## config.mk

```make
export PLATFORM = sky130hd
export DESIGN_NAME = gap_state_detector
export DESIGN_NICKNAME = d
export VERILOG_FILES = /design/src/rtl/gap_state_detector.sv
export SDC_FILE = /design/constraint.sdc
export NUM_CORES = 1
export LEC_CHECK = 0
export CORE_UTILIZATION = 30
export DETAILED_ROUTE_END_ITERATION = 10
export RECOVER_POWER = 100
export SYNTH_ARGS = -nofsm -noshare
export SYNTH_HDL_FRONTEND = slang
export SYNTH_SLANG_ARGS = --single-unit
```

## constraint.sdc

```tcl
create_clock -name ad_clk -period 3.9 [get_ports ad_clk]
set_input_delay 0.39 -clock ad_clk [delete_from_list [all_inputs] [get_ports ad_clk]]
set_output_delay 0.39 -clock ad_clk [all_outputs]
set_load 0.1 [all_outputs]
```

## src/rtl/gap_state_detector.sv

```systemverilog
// gap_state_detector: classifies each discharge pulse as OPEN/NORMAL/ARC/SHORT
// from the ignition delay measured on calibrated gap voltage and board current.
//
// Ports:
//   ad_clk          in   50 MHz sample clock
//   rst             in   synchronous active-high reset
//   sample_current  in   signed board current (A)
//   sample_voltage  in   signed gap voltage (V)
//   pulse_on        in   commanded pulse-on window
//   result_valid    out  one-cycle strobe per pulse
//   gap_state       out  0=OPEN 1=NORMAL 2=ARC 3=SHORT (held between strobes)
//   ign_delay       out  cycles from pulse start to breakdown onset, FFFF if OPEN
//   stat_clr        in   clear per-class counters          (GAP_STAT_EN only)
//   cnt_open/normal/arc/short out per-class pulse counters  (GAP_STAT_EN only)
//
// Optional feature macro: GAP_STAT_EN enables the per-class statistics counters.
module gap_state_detector #(
    parameter logic signed [15:0] V_BREAK   = 16'sd30,
    parameter logic signed [15:0] I_MIN     = 16'sd2,
    parameter int unsigned        DEB       = 3,
    parameter int unsigned        SHORT_DLY = 4,
    parameter int unsigned        ARC_DLY   = 50
) (
    input  logic               ad_clk,
    input  logic               rst,
    input  logic signed [15:0] sample_current,
    input  logic signed [15:0] sample_voltage,
    input  logic               pulse_on,
    output logic               result_valid,
    output logic [1:0]         gap_state,
    output logic [15:0]        ign_delay
`ifdef GAP_STAT_EN
    ,
    input  logic               stat_clr,
    output logic [15:0]        cnt_open,
    output logic [15:0]        cnt_normal,
    output logic [15:0]        cnt_arc,
    output logic [15:0]        cnt_short
`endif
);

    localparam logic [3:0]  DEB_C   = 4'(DEB);
    localparam logic [15:0] SHORT_C = 16'(SHORT_DLY);
    localparam logic [15:0] ARC_C   = 16'(ARC_DLY);
    localparam logic [15:0] DLY_MAX = 16'hFFFF;

    localparam logic [1:0] G_OPEN   = 2'd0;
    localparam logic [1:0] G_NORMAL = 2'd1;
    localparam logic [1:0] G_ARC    = 2'd2;
    localparam logic [1:0] G_SHORT  = 2'd3;

    typedef enum logic [1:0] {
        S_IDLE,
        S_WAIT,
        S_DONE,
        S_REPORT
    } state_t;

    // input stage
    logic signed [15:0] r_v;
    logic signed [15:0] r_i;
    logic               r_pon;
    logic               r_pon_d;

    // measurement state
    state_t      r_state;
    logic [15:0] r_dcnt;
    logic [3:0]  r_rcnt;
    logic [15:0] r_onset;
    logic [1:0]  r_pend_gs;
    logic [15:0] r_pend_dly;

    // held results
    logic [1:0]  r_gs;
    logic [15:0] r_dly;

    // combinational
    state_t      w_next;
    logic        w_rise;
    logic        w_bd;
    logic [3:0]  w_run;
    logic [15:0] w_onset;
    logic        w_confirm;
    logic [1:0]  w_cls;
    logic        w_start;
    logic        w_pend_ld;
    logic        w_out_ld;
    logic [1:0]  w_out_gs;
    logic [15:0] w_out_dly;

    always_ff @(posedge ad_clk) begin
        if (rst) begin
            r_v     <= '0;
            r_i     <= '0;
            r_pon   <= 1'b0;
            r_pon_d <= 1'b0;
        end else begin
            r_v     <= sample_voltage;
            r_i     <= sample_current;
            r_pon   <= pulse_on;
            r_pon_d <= r_pon;
        end
    end

    always_comb begin
        w_rise = r_pon & ~r_pon_d;
        w_bd   = (r_v < V_BREAK) && (r_i > I_MIN);
        w_run  = w_bd ? (r_rcnt + 4'd1) : 4'd0;
        // A new run (rcnt==0) restarts the onset at the current delay count.
        w_onset   = (w_bd && (r_rcnt == 4'd0)) ? r_dcnt : r_onset;
        w_confirm = w_bd && (w_run == DEB_C);
        if (w_onset < SHORT_C) begin
            w_cls = G_SHORT;
        end else if (w_onset < ARC_C) begin
            w_cls = G_ARC;
        end else begin
            w_cls = G_NORMAL;
        end
    end

    always_comb begin
        w_next    = r_state;
        w_start   = 1'b0;
        w_pend_ld = 1'b0;
        w_out_ld  = 1'b0;
        w_out_gs  = r_pend_gs;
        w_out_dly = r_pend_dly;
        case (r_state)
            S_IDLE: begin
                if (w_rise) begin
                    w_next  = S_WAIT;
                    w_start = 1'b1;
                end
            end
            S_WAIT: begin
                // confirmation takes priority over a same-cycle pulse end
                if (w_confirm) begin
                    if (r_pon) begin
                        w_next    = S_DONE;
                        w_pend_ld = 1'b1;
                    end else begin
                        w_next    = S_REPORT;
                        w_out_ld  = 1'b1;
                        w_out_gs  = w_cls;
                        w_out_dly = w_onset;
                    end
                end else if (!r_pon) begin
                    w_next    = S_REPORT;
                    w_out_ld  = 1'b1;
                    w_out_gs  = G_OPEN;
                    w_out_dly = DLY_MAX;
                end
            end
            S_DONE: begin
                if (!r_pon) begin
                    w_next   = S_REPORT;
                    w_out_ld = 1'b1;
                end
            end
            S_REPORT: begin
                // a rise seen while reporting starts the next pulse directly
                if (w_rise) begin
                    w_next  = S_WAIT;
                    w_start = 1'b1;
                end else begin
                    w_next = S_IDLE;
                end
            end
            default: begin
                w_next = S_IDLE;
            end
        endcase
    end

    always_ff @(posedge ad_clk) begin
        if (rst) begin
            r_state    <= S_IDLE;
            r_dcnt     <= '0;
            r_rcnt     <= '0;
            r_onset    <= '0;
            r_pend_gs  <= '0;
            r_pend_dly <= '0;
            r_gs       <= '0;
            r_dly      <= '0;
        end else begin
            r_state <= w_next;
            if (w_start) begin
                r_dcnt  <= '0;
                r_rcnt  <= '0;
                r_onset <= '0;
            end else if (r_state == S_WAIT) begin
                if (r_dcnt != DLY_MAX) begin
                    r_dcnt <= r_dcnt + 16'd1;
                end
                r_rcnt  <= w_run;
                r_onset <= w_onset;
            end
            if (w_pend_ld) begin
                r_pend_gs  <= w_cls;
                r_pend_dly <= w_onset;
            end
            if (w_out_ld) begin
                r_gs  <= w_out_gs;
                r_dly <= w_out_dly;
            end
        end
    end

    assign result_valid = (r_state == S_REPORT);
    assign gap_state    = r_gs;
    assign ign_delay    = r_dly;

`ifdef GAP_STAT_EN
    logic [15:0] r_cnt_open;
    logic [15:0] r_cnt_normal;
    logic [15:0] r_cnt_arc;
    logic [15:0] r_cnt_short;

    // results are already loaded into r_gs when REPORT is entered
    always_ff @(posedge ad_clk) begin
        if (rst || stat_clr) begin
            r_cnt_open   <= '0;
            r_cnt_normal <= '0;
            r_cnt_arc    <= '0;
            r_cnt_short  <= '0;
        end else if (r_state == S_REPORT) begin
            case (r_gs)
                G_OPEN: begin
                    if (r_cnt_open != DLY_MAX) begin
                        r_cnt_open <= r_cnt_open + 16'd1;
                    end
                end
                G_NORMAL: begin
                    if (r_cnt_normal != DLY_MAX) begin
                        r_cnt_normal <= r_cnt_normal + 16'd1;
                    end
                end
                G_ARC: begin
                    if (r_cnt_arc != DLY_MAX) begin
                        r_cnt_arc <= r_cnt_arc + 16'd1;
                    end
                end
                default: begin
                    if (r_cnt_short != DLY_MAX) begin
                        r_cnt_short <= r_cnt_short + 16'd1;
                    end
                end
            endcase
        end
    end

    assign cnt_open   = r_cnt_open;
    assign cnt_normal = r_cnt_normal;
    assign cnt_arc    = r_cnt_arc;
    assign cnt_short  = r_cnt_short;
`endif

endmodule

```

# After elaboration in Yosys (flattened, before gate mapping)
# Cells that the tools add are included.
[totals]
register_bits = 108
input_bits = 35
output_inout_bits = 19
wordCells = 60
[classes]
order_cmp = 4
mux = 25
n_bitwise = 2
addsub = 2
reduce_logical = 9
n_eq_ne = 6
[op_table]
columns = ["cell", "n"]
rows = [
  ["16-bit 2-to-1 mux", 5],
  ["16-bit by 6-bit less-than comparator with 1-bit output, second input constant", 2],
  ["2-bit 2-to-1 mux", 9],
  ["16-bit by 1-bit adder with 16-bit output, second input constant", 1],
  ["16-bit by 3-bit > comparator with 1-bit output, second input constant", 1],
  ["16-bit by 3-bit less-than comparator with 1-bit output, second input constant", 1],
  ["16-bit != test, second input constant", 1],
  ["1-bit 2-to-1 mux", 9],
  ["2-bit one-hot mux with 4 select lines", 1],
  ["2-bit OR reduction", 3],
  ["4-bit by 1-bit adder with 4-bit output, second input constant", 1],
  ["2-bit == test, second input constant", 2],
  ["4-bit by 2-bit == test with 1-bit output, second input constant", 1],
  ["4-bit zero test", 1],
  ["4-bit 2-to-1 mux", 1],
  ["1-bit logical AND", 3],
  ["2-bit by 1-bit == test with 1-bit output, second input constant", 1],
  ["2-bit zero test", 1],
  ["2-bit != test, second input constant", 1],
  ["2-bit AND reduction", 1],
  ["1-bit bitwise AND", 1],
  ["1-bit NOT", 1],
]

# Depth between registers and ports, before layout
[depth]
word_depth = 10
ltp_mapped = 10
mapped_depth_nobuf = 7

# Worst setup path after synthesis
# OpenSTA, ideal clock, no wires.
[synth_path]
kind = "register to register"
startpoint = "reg r_rcnt[0]"
endpoint = "reg r_dly[10] (netlist: ign_delay[10])"
path_buffers = 2
arrival_ps = 1804
setup_slack_ps = 1979
t_required_ps = 3782
stages_incl_launch_ff = 9
setup_time_ps = 118
period_less_slack_ps = 1921
path_cell_list = "dfxtp_1 inv_1 ha_1 or3b_2 clkbuf_1 buf_2 o31ai_1 nand3_1 a22o_1"
[synth_between]
elab_chain_cells = 6
word_cells_on_any_way = 10
classes_between = "1 x add/sub; 1 x eq/ne; 5 x mux; 3 x reduce/logical"
[synth_lines]
columns = ["item", "line_no", "rtl"]
rows = [
  ["from (decl)", "68", "logic [3:0] r_rcnt;"],
  ["from (signal assigned)", "195", "r_rcnt <= w_run;"],
  ["4-bit by 1-bit adder with 4-bit output / 4-bit zero test (equally long branches)", "108, 110", ""],
  ["4-bit 2-to-1 mux / 1-bit logical AND (equally long branches)", "108, 110", ""],
  ["4-bit by 2-bit == test with 1-bit output / 16-bit 2-to-1 mux (equally long branches)", "111, 110", ""],
  ["1-bit logical AND / 16-bit 2-to-1 mux (equally long branches)", "111, 138", ""],
  ["16-bit 2-to-1 mux *", "137", "if (w_confirm) begin"],
  ["16-bit 2-to-1 mux *", "128", "case (r_state)"],
  ["to (signal assigned)", "204", "r_dly <= w_out_dly;"],
  ["to (decl)", "75", "logic [15:0] r_dly;"],
]
# Mark *: on every way between the ends. The rest lies on a longest branch, timed or not.
# A chain may end at the register's enable or synchronous reset.

# Final worst setup path
[layout_path]
startpoint = "reg r_state[1]"
endpoint = "reg r_pend_dly[4]"
[layout_between]
elab_chain_cells = 2
[layout_lines]
columns = ["item", "line_no", "rtl"]
rows = [
  ["from (decl)", "66", "state_t r_state;"],
  ["from (signal assigned)", "186", "r_state <= w_next;"],
  ["2-bit by 1-bit == test with 1-bit output", "128", ""],
  ["1-bit 2-to-1 mux", "128", ""],
  ["to (signal assigned)", "200", "r_pend_dly <= w_onset;"],
  ["to (decl)", "71", "logic [15:0] r_pend_dly;"],
]
# Every way passes these cells.

==> impl_metrics.tcl <==
set metrics [dict create \
    status "finished, final reports clean" \
    timing.fmax_mhz 326 \
    core_area_mm2 0.0153 \
    wire_per_inst_um 14.4 \
    synth-edff-count 0 \
    die_h_um 127 \
    cts.sinks 107 \
    cts_buffers 9 \
    synth_compound_area_share_pct 18.4 \
    synth_top_family_by_area "simple AND/OR/NAND/NOR gates" \
    fin_tns_setup_ns 0 \
    cts_root_buf "clkbuf_16" \
    grt_usage_pct 14.1 \
    fin_skew_ns 0.00577 \
    cp-end-kind "flop" \
    cts_setup_buffers 0 \
    crit_slowest_cell "ha_1" \
    hpwl_um 7630 \
    design.die.area_mm2 0.0162 \
    dp_slack_ns 1.16 \
    cts.reportedPaths.clkPinSlew_ns 0.07 \
    path_max_fanout 36 \
    drc 0 \
    grt_max_degree 61 \
    synth_async_sr_flop_share_pct 0 \
    synth_flop_cell "dfxtp_1" \
    insertion_delay_ns 0.35 \
    fin_crit_ns 3.07 \
    max_slew_margin_pct 23.4 \
    cts_resized 0 \
    powerDensity_mw_per_mm2 436 \
    vias 3898 \
    first_pass_iters 4 \
    synth-seq-cells 107 \
    grt_pass1_wl_um 18300 \
    hold_buffers 0 \
    yosysWarnings 0 \
    portBuffers 52 \
    syn_area_mm2 0.00471 \
    postSynthCellCount 508 \
    ioPinCount 54 \
    die_w_um 127 \
    p_leak_nw 2.04 \
    start_util_pct 30.9 \
    first_iter_violations 217 \
    n_fill_cell 1518 \
    synth_nets 552 \
    grt_overflow 0 \
    tritoncts "built" \
    drv_cap 0 \
    fin_nets 583 \
    ant_nets 0 \
    syn-mean-instance-area_um2 9.28 \
    synth_xor_area_share_pct 0.929 \
    worstSetupPathType "reg2reg" \
    grt_pass1_vias 3662 \
    worstHoldPathType "reg2reg" \
    h-tree-depth 3 \
    synthMuxAreaShare_pct 4.51 \
    finalHoldViolCount 0 \
    ir_drop_uv 239 \
    row_count 45 \
    worstPathArrival_ns 3.30 \
    synth-simple-area-share_pct 23.4 \
    drv_slew 0 \
    setup_slack_ns 0.830 \
    power_mw 2.46 \
    tightestPinTransition_ns 1.15 \
    vias_per_cell 5.16 \
    path_cells "inv_1 -> ha_1 -> clkbuf_1 -> nand4_1 -> nor3_4 -> clkbuf_2 -> nor2_1 -> a311oi_1" \
    max_stage_delay_ns 0.63 \
    drive_gt1_share_pct 5.88 \
    synth.distinct_cells 56 \
    cp_data_required_time_ns 4.14 \
    grt_setup_unrepaired "no" \
    antenna_found_initial 0 \
    finalCritPeriodShare_pct 78.7 \
    yosysSeqAreaShare_pct 45.4 \
    syn_to_final_growth_pct 19.5 \
    hold_ws_ns 0.448 \
    cts_buffer_depth 2 \
    synth_adder_area_share_pct 2.39 \
    antennaDiodeCount 0 \
    critPathLaunchType "flop" \
    wirelength_um 10900 \
    place.gp.congestion 0.799 \
    finalSetupViolations 0 \
]
[kinds of logic after synthesis]
family / Yosys count
flops: 107
compound gates: 117
mux: 21
fa+ha+maj: 9
xor+xnor: 5
simple gates: 200
buf+inv: 49
[cell usage after synthesis (4+ instances only)]
| cell | count | share of area (%) |
|---|---|---|
| or3_1 | 7 | 0.93 |
| inv_1 | 9 | 0.72 |
| o21a_1 | 13 | 2.1 |
| nand3_1 | 26 | 2.8 |
| dfxtp_1 | 107 | 45 |
| mux2i_1 | 19 | 4.0 |
| clkbuf_1 | 22 | 1.8 |
| ha_1 | 9 | 2.4 |
| a22o_1 | 13 | 2.4 |
| a311oi_1 | 16 | 3.0 |
| o21ai_0 | 15 | 1.6 |
| nor4_1 | 8 | 1.1 |
| nor2_1 | 60 | 4.8 |
| xnor2_1 | 4 | 0.74 |
| nor2b_1 | 34 | 4.5 |
| o31ai_1 | 18 | 2.9 |
| buf_2 | 11 | 1.2 |
| a211oi_1 | 6 | 0.96 |
| a31oi_1 | 5 | 0.66 |
| nand2_1 | 17 | 1.4 |
| a21oi_1 | 14 | 1.5 |
| nand4_1 | 20 | 2.7 |
[stage by stage]
stage	area [um2]	cells	utilization, %
2_1_floorplan	4710	508	-
3_3_place_gp	5360	739	35.1
3_5_place_dp	5360	739	35.1
4_1_cts	5650	755	37.0
5_1_grt	5630	755	36.9
6_report	5630	755	36.9
[area by class of cell]
class                      instances  area (um2)  area share (%)
timing repair buffer              59         554            9.84
sequential                       107        2140            38.0
clock buffer                      11         233            4.13
tap                              211         264            4.69
inverter                          10        37.5           0.667
multi-input combinational        352        2340            41.5
clock inverter                     5        62.6            1.11
[metal layers]
layer | track usage (%) | share of wire [%]
met1 | 18.6 | 49
met2 | 22.9 | 47
met3 | 2.72 | 2.9
met4 | 4.90 | 1.4
met5 | 0 | 0
[worst paths after layout]
| check | startpoint | endpoint | slack [ns] | cells after the start |
|---|---|---|---|---|
| setup / recovery | r_state[1]$_SDFFE_PP0P_ | r_pend_dly[4]$_SDFFE_PP0P_ | 0.83 | 8 |
| hold / removal | ign_delay[7]$_SDFFE_PP0P_ | ign_delay[7]$_SDFFE_PP0P_ | 0.45 | 2 |
| setup reg to reg | r_state[1]$_SDFFE_PP0P_ | r_pend_dly[4]$_SDFFE_PP0P_ | 0.83 | 8 |
| hold reg to reg | ign_delay[7]$_SDFFE_PP0P_ | ign_delay[7]$_SDFFE_PP0P_ | 0.45 | 2 |
[registers in the layout, indices dropped and copies added (netlist names)]
name and count:
r_v 15, r_i 16, r_pend_gs 2, r_rcnt 4, r_onset 16, r_dcnt 16
r_pon 1, r_pon_d 1, r_state 2, r_pend_dly 16, ign_delay 16, gap_state 2
[critical path, delay by kind of cell (launching register included)]
kind / cells / cell delay (ns)
compound gates: 1 / 0.30
fa+ha+maj: 1 / 0.63
buf+inv: 3 / 1.17
flops: 1 / 0.36
simple gates: 3 / 0.47
[layout by cell type, fill, tap and decap left out, types with 3 or more instances in the layout]
master	synthesis	final
nand4_1	20	21
nand2_1	17	17
o21ai_0	15	17
dfxtp_1	107	107
nor3_1	3	3
buf_4	3	3
a31oi_1	5	5
nor2_1	60	60
a311oi_1	16	16
or3_1	7	7
a21oi_1	14	14
clkbuf_16	0	9
dlygate4sd3_1	0	19
a22o_1	13	13
clkbuf_1	22	5
and3_1	3	3
inv_1	9	9
mux2i_1	19	19
clkdlybuf4s50_1	0	32
ha_1	9	9
nand3_1	26	26
xnor2_1	4	4
a211oi_1	6	6
and4_1	3	3
o21a_1	13	13
o31ai_1	18	18
nor2b_1	34	34
nor4_1	8	8
[power breakdown]
| part | total (mW) | switching (mW) | internal, mW |
|---|---|---|---|
| clock network | 0.905 | 0.404 | 0.502 |
| registers | 1.16 | 0.0249 | 1.13 |
| logic | 0.391 | 0.273 | 0.118 |
| total | 2.46 | 0.702 | 1.75 |
(Power assumes the default switching activity.)
